[src/rtl/rom_boot_copier.sv]
// ROM boot copier: bus master that reads a run of consecutive ROM words
// and forwards each one to a downstream sink over a valid/ready stream.
// All outputs are registered and decoded from the next state.
module rom_boot_copier #(
  parameter int ADDR_W  = 11,
  parameter int DATA_W  = 32,
  parameter int TIMEOUT = 255
) (
  input  logic              clk,
  input  logic              reset,
  input  logic              start,
  input  logic [ADDR_W-1:0] src_base,
  input  logic [ADDR_W:0]   word_count,
  output logic              busy,
  output logic              done,
  output logic              error,
  output logic              cs_n,
  output logic              as_n,
  output logic [ADDR_W-1:0] addr,
  input  logic [DATA_W-1:0] rd_data,
  input  logic              rdy_n,
  output logic              out_valid,
  input  logic              out_ready,
  output logic [ADDR_W:0]   out_index,
  output logic [DATA_W-1:0] out_data
);

  localparam int CW = $clog2(TIMEOUT + 1);
  localparam logic [CW-1:0]   TMO_LAST = CW'(TIMEOUT - 1);
  localparam logic [CW-1:0]   TMO_ONE  = CW'(1);
  localparam logic [ADDR_W:0] IDX_ONE  = (ADDR_W+1)'(1);

  typedef enum logic [2:0] {IDLE, REQ, PUSH, DONE, ERR} state_t;

  state_t              state, state_nx;
  logic [ADDR_W-1:0]   base, base_nx;
  logic [ADDR_W:0]     cnt, cnt_nx;
  logic [ADDR_W:0]     idx, idx_nx;
  logic [CW-1:0]       tmo, tmo_nx;
  logic                cap;
  logic                err_clr;

  // Next-state logic and datapath updates for the transfer sequencer.
  always_comb begin
    state_nx = state;
    base_nx  = base;
    cnt_nx   = cnt;
    idx_nx   = idx;
    tmo_nx   = tmo;
    cap      = 1'b0;
    err_clr  = 1'b0;
    case (state)
      IDLE: begin
        if (start) begin
          base_nx  = src_base;
          cnt_nx   = word_count;
          idx_nx   = '0;
          tmo_nx   = '0;
          err_clr  = 1'b1;
          state_nx = (word_count == '0) ? DONE : REQ;
        end
      end
      REQ: begin
        if (!rdy_n) begin
          // Ready wins over a timeout landing on the same edge.
          cap      = 1'b1;
          tmo_nx   = '0;
          state_nx = PUSH;
        end else if (tmo == TMO_LAST) begin
          tmo_nx   = '0;
          state_nx = ERR;
        end else begin
          tmo_nx   = tmo + TMO_ONE;
        end
      end
      PUSH: begin
        if (out_ready) begin
          idx_nx   = idx + IDX_ONE;
          state_nx = ((idx + IDX_ONE) == cnt) ? DONE : REQ;
        end
      end
      DONE:    state_nx = IDLE;
      ERR:     state_nx = IDLE;
      default: state_nx = IDLE;
    endcase
  end

  // State, datapath and registered Moore outputs.
  always_ff @(posedge clk) begin
    if (reset) begin
      state     <= IDLE;
      base      <= '0;
      cnt       <= '0;
      idx       <= '0;
      tmo       <= '0;
      cs_n      <= 1'b1;
      as_n      <= 1'b1;
      addr      <= '0;
      busy      <= 1'b0;
      done      <= 1'b0;
      error     <= 1'b0;
      out_valid <= 1'b0;
      out_index <= '0;
      out_data  <= '0;
    end else begin
      state     <= state_nx;
      base      <= base_nx;
      cnt       <= cnt_nx;
      idx       <= idx_nx;
      tmo       <= tmo_nx;
      cs_n      <= (state_nx != REQ);
      as_n      <= (state_nx != REQ);
      busy      <= (state_nx == REQ) || (state_nx == PUSH);
      done      <= (state_nx == DONE);
      out_valid <= (state_nx == PUSH);
      // Address is computed once on entry to REQ and held for the whole request.
      if (state_nx == REQ && state != REQ)
        addr <= base_nx + idx_nx[ADDR_W-1:0];
      if (cap) begin
        out_data  <= rd_data;
        out_index <= idx;
      end
      if (err_clr)
        error <= 1'b0;
      else if (state_nx == ERR)
        error <= 1'b1;
    end
  end

endmodule
[config.mk]
export PLATFORM = sky130hd
export DESIGN_NAME = rom_boot_copier
export DESIGN_NICKNAME = d
export VERILOG_FILES = /design/src/rtl/rom_boot_copier.sv
export SDC_FILE = /design/constraint.sdc
export NUM_CORES = 1
export LEC_CHECK = 0
export ABC_CLOCK_PERIOD_IN_PS = 3300
export BUFFER_PORTS_ARGS = -buffer_cell sky130_fd_sc_hd__buf_4
export CORE_MARGIN = 2
export CORE_UTILIZATION = 36
export DETAILED_ROUTE_END_ITERATION = 10
export HOLD_SLACK_MARGIN = 0.02
export PLACE_DENSITY_LB_ADDON = 0.3
export SLEW_MARGIN = 20
export SYNTH_ARGS = -nofsm -noshare
export SYNTH_HDL_FRONTEND = slang
export SYNTH_SLANG_ARGS = --single-unit
[constraint.sdc]
create_clock -name clk -period 3.3 [get_ports clk]
set_input_delay 0.33 -clock clk [delete_from_list [all_inputs] [get_ports clk]]
set_output_delay 0.33 -clock clk [all_outputs]
set_load 0.01 [all_outputs]
# == Word-level counts from Yosys, hierarchy flattened ==
# Cells that the tools add are included.
# W data, S select, Z words.
# word_totals
regBits,106
latchBits,0
ram_bits,0
romBits,0
in_bits,60
output_inout_bits,61
wordCells,59
n_memories,0
# op_classes
add_sub_neg,3
mul,0
n_div,0
order_cmp,0
eq_ne,12
shift,0
muxes,20
bitwise,0
n_reduce_logical,10
# ops
op,n
$mux W12,2
$mux W8,3
$pmux W12 S2,1
$mux W11,2
$pmux W8 S2,1
$add A12 B1 Y12 const B,1
$eq A12 B12 Y1,1
$logic_not A12 Y1,1
$mux W3,4
$add A11 B11 Y11,1
$eq A3 B2 Y1 const B,3
$pmux W3 S3,1
$add A8 B1 Y8 const B,1
$eq A8 B8 Y1 const B,1
$eq A3 B1 Y1 const B,2
$ne A3 B1 Y1 const B,2
$mux W1,4
$mux W2,2
$ne A2 B2 Y1 const B,2
$reduce_and A2 Y1,2
$reduce_bool A2 Y1,2
$eq A3 B3 Y1 const B,1
$logic_not A3 Y1,1
$reduce_and A3 Y1,1
other kinds (3),3

# == Logic depth before layout (Yosys ltp) ==
# depth
depth_word,7
ltp_mapped,17
ltp_nobuf,15

# == Worst setup path before layout ==
# No wires, ideal clock.
# synth_timing
path_type,register to register
from,register state[1]
to,register addr[10]
setup_ns,0.132
t_arrival_ns,2.757
t_required_ns,3.168
path_slack_ns,0.411
stages_incl_launch_ff,17
n_path_buf,3
synth_period_minus_slack_ns,2.889
cell_sequence,dfxtp_1 buf_2 or4b_1 clkbuf_1 clkbuf_1 nand2_1 nand2_1 ha_1 inv_1 fa_1 nor2b_1 o31ai_1 a21oi_1 o211ai_1 a21oi_1 nor3_1 nor3_1
# synth_between
word_cells_on_any_way,14
classes_between,add/sub: 1; eq/ne: 4; mux: 7; reduce/logical: 2
# synth_rtl
item,line,rtl
start: declaration,35,"state_t state, state_nx;"
start signal: assignment,106,state <= state_nx;
$logic_not A3 Y1,52,case (state)
$mux W11,52,
net base_nx[0],36,"logic [ADDR_W-1:0] base, base_nx;"
$add A11 B11 Y11,118,addr <= base_nx + idx_nx[ADDR_W-1:0];
end signal: assignment,118,
end: declaration,19,"output logic [ADDR_W-1:0] addr,"
# The timed path passes the listed nets, and every way through them passes these cells.
# A chain may end at the register's enable or synchronous reset.

# == Worst setup path after layout ==
# layout_timing
from,register state[0]
to,register addr[10]
# layout_between
word_cells_on_any_way,14
classes_between,add/sub: 1; eq/ne: 4; mux: 7; reduce/logical: 2
# layout_rtl
item,line,rtl
$eq A3 B2 Y1 / $logic_not A3 Y1 (equally long branches),52,
$pmux W12 S2 *,52,
net idx_nx[2],38,"logic [ADDR_W:0] idx, idx_nx;"
$add A11 B11 Y11 *,118,
# Mark *: on every way through the listed nets, which the timed path passes. The rest lies on a longest branch.

==> flow_metrics.tcl <==
set metrics [dict create \
    seq_area_frac_synth_pct 44.1 \
    netlist_top_cells_area "dfxtp_1 (44%), nand2_1 (13%), a21oi_1 (8.2%)" \
    powerDensity_nw_per_um2 452 \
    synth_top_area_share_pct 44.1 \
    slew_violations 0 \
    clockRootBuffer "clkbuf_16" \
    setup_viol 0 \
    portBuffers 120 \
    cp_data_required_time_ps 3500 \
    layout-drive-gt1-share_pct 23.7 \
    cts_hold_buffers 0 \
    cts_buffers 9 \
    n_antenna_cell 0 \
    grt_util_all_layers_pct 17.5 \
    path_class "reg -> reg" \
    final_area_sq_um 6220 \
    dieHeight_microns 120 \
    fp.dieW_microns 120 \
    crit_path_start_kind "flop" \
    drtAntennaViolNets 0 \
    dpl_cell_area_sq_um 5900 \
    die_area_sq_um 14300 \
    synthCells 595 \
    post_drt_via_cell_ratio 4.93 \
    grt_pass1_vias 4192 \
    rr_endpoint "addr[10]$_SDFFE_PP0P_" \
    min_path_cells 3 \
    rsz0062_at_grt "false" \
    synthFlopType "dfxtp_1" \
    grt_pass1_wl_mm 20.3 \
    clock-sinks 106 \
    synth_area_leader_cell "dfxtp_1" \
    ys_seq_elements 106 \
    timing.slew.headroom_pct 34.3 \
    clkSlewWorstSetupHoldPaths_ps 70 \
    grt_max_degree 97 \
    routed_wl_mm 12.5 \
    period_share_pct 90.1 \
    rows 42 \
    start_util_pct 36.6 \
    synthArstFlopShare_pct 0 \
    arrival_ps 3170 \
    synth_area_sq_um 4810 \
    ir_drop_v 0.000245 \
    end_kind "flop" \
    area_growth_pct 29.3 \
    worstHoldEndpoint "out_data[30]$_SDFFE_PP0P_" \
    drv_cap 0 \
    fin_worst_skew_ps 9.10 \
    drtIter0Drc 231 \
    hpwl_mm 9.16 \
    rrSetupSlack_ps 330 \
    leakagePower_nw 2.62 \
    timing.rr.start "state[0]$_SDFF_PP0_" \
    final_hold_viol_count 0 \
    synth_common_cells "nand2_1 (164), dfxtp_1 (106), a21oi_1 (79), nor2_1 (34), clkbuf_1 (26)" \
    synth-edff-count 0 \
    period_minus_slack_ps 2970 \
    hp-start "rd_data[30]" \
    drcViolationCount 0 \
    cts_tree "yes" \
    max_freq_ghz 0.336 \
    r2r_cells 13 \
    routabilityCongestion 0.887 \
    tns_ps 0 \
    fin_nets 781 \
    fill_cells 1313 \
    utilization_pct 47.3 \
    grt.overflow.total 0 \
    cts_resized 0 \
    yosysMostFrequentCell "nand2_1" \
    postCtsSetupRepairBufs 0 \
    ys_warn_count 0 \
    ctsHtreeMaxLevel 3 \
    vias 4375 \
    ctsLongestPathBuffers 2 \
    clk_latency_ps 360 \
    critPathMaxFanout 7 \
    io_pins 121 \
    status "finished clean" \
    firstDrtPassIters 5 \
    syn-mean-instance-area_sq_um 8.09 \
    hold_path_class "in -> reg" \
    wl_per_cell_microns 14.1 \
    synthesis.nets 669 \
    worst_pin_slew_ps 985 \
    design.core.area_sq_um 13100 \
    grt_antenna_before_repair 0 \
    synth_cell_types 48 \
]
[where the power goes]
part           leakage (nW)  internal (W)  switching, W
sequential            0.862       0.00133     0.0000301
clock                 0.144      0.000550      0.000514
combinational          1.61      0.000181      0.000206
total                  2.62       0.00206      0.000750
[sequential cells by signal, summed over array words and instances, names as in the netlist]
name,flops
busy,1
out_index,12
out_data,32
base,11
error,1
addr,11
cnt,12
as_n,1
idx,12
state,3
tmo,8
out_valid,1
done,1
[metrics by stage]
| step | power (W) | std cells | hold WS, ps | setup slack, ps |
|---|---|---|---|---|
| 2_1_floorplan | 0.00161 | 595 | 419 | 411 |
| 3_5_place_dp | 0.00178 | 872 | 447 | 232 |
| 5_1_grt | 0.00294 | 888 | 219 | 8.09 |
| 6_report | 0.00281 | 888 | 215 | 328 |
| 4_1_cts | 0.00285 | 888 | 203 | 189 |
| 3_3_place_gp | 0.00177 | 872 | 443 | 374 |
[layout by cell type, fill, tap and decap left out, types with 9 or more instances in the layout]
| master | synthesis | routed |
|---|---|---|
| nand2_1 | 164 | 164 |
| buf_4 | 4 | 137 |
| dfxtp_1 | 106 | 105 |
| a21oi_1 | 79 | 78 |
| nor2_1 | 34 | 32 |
| xnor2_1 | 22 | 22 |
| o21ai_0 | 18 | 18 |
| nor2b_1 | 14 | 13 |
| ha_1 | 13 | 13 |
| mux2i_1 | 11 | 11 |
| xor2_1 | 11 | 11 |
| nor3_1 | 10 | 10 |
| nand3_1 | 9 | 9 |
| nand4_1 | 9 | 9 |
| clkbuf_16 | 0 | 9 |
[worst max path at each step]
| stage | startpoint | end | depth (start not counted) |
|---|---|---|---|
| after floorplan | state[1]$_SDFF_PP0_ | addr[10]$_SDFFE_PP0P_ | 16 |
| after global placement | state[0]$_SDFF_PP0_ | addr[9]$_SDFFE_PP0P_ | 13 |
| after detailed placement | state[2]$_SDFF_PP0_ | addr[10]$_SDFFE_PP0P_ | 15 |
| after CTS | state[2]$_SDFF_PP0_ | addr[10]$_SDFFE_PP0P_ | 15 |
| after global routing | state[0]$_SDFF_PP0_ | addr[10]$_SDFFE_PP0P_ | 14 |
| final | state[0]$_SDFF_PP0_ | addr[10]$_SDFFE_PP0P_ | 13 |
[worst max-delay path: stages, from the launching register on]
cell and delay, ps:
dfxtp_1 360, or4b_1 530, nand2_1 130, o21ai_0 100
nand2_1 70, o21ai_0 130, ha_1 350, nor2b_2 180
o31ai_1 300, a21oi_1 140, o211ai_1 210, a21oi_1 90
nor3_1 170, nor3_1 60
[per-layer routing]
layer / vias to the layer above / wire (microns) / track usage [%]
met4: 0 / 304 / 7.50
met2: 99 / 6060 / 28.9
met3: 19 / 508 / 2.85
li1: 2225 / - / -
met5: - / 0 / 0
met1: 2032 / 5640 / 22.7
[logic make-up (layout without fill, tap and decap cells)]
kind of cell	count (synthesis)	after routing	share of synthesized area, %
adder cells (fa/ha/maj)	14	14	3.80
flip-flops	106	106	44.1
XOR/XNOR	34	34	6.35
multiplexers	11	11	2.29
buffers and inverters	43	160	3.98
AO/OA/AOI/OAI	120	120	14.1
AND/OR/NAND/NOR	267	267	25.4
[cell type report]
class,count,area [sq um],area share [%]
inverters,6,22.5,0.362
clock buffers,10,239,3.84
well taps,176,220,3.54
multi-input cells,446,2510,40.4
repair buffers,138,1040,16.7
flip-flops and latches,106,2120,34.1
clock inverters,6,61.3,0.986
Note: power is estimated with default switching activity, not from simulation.
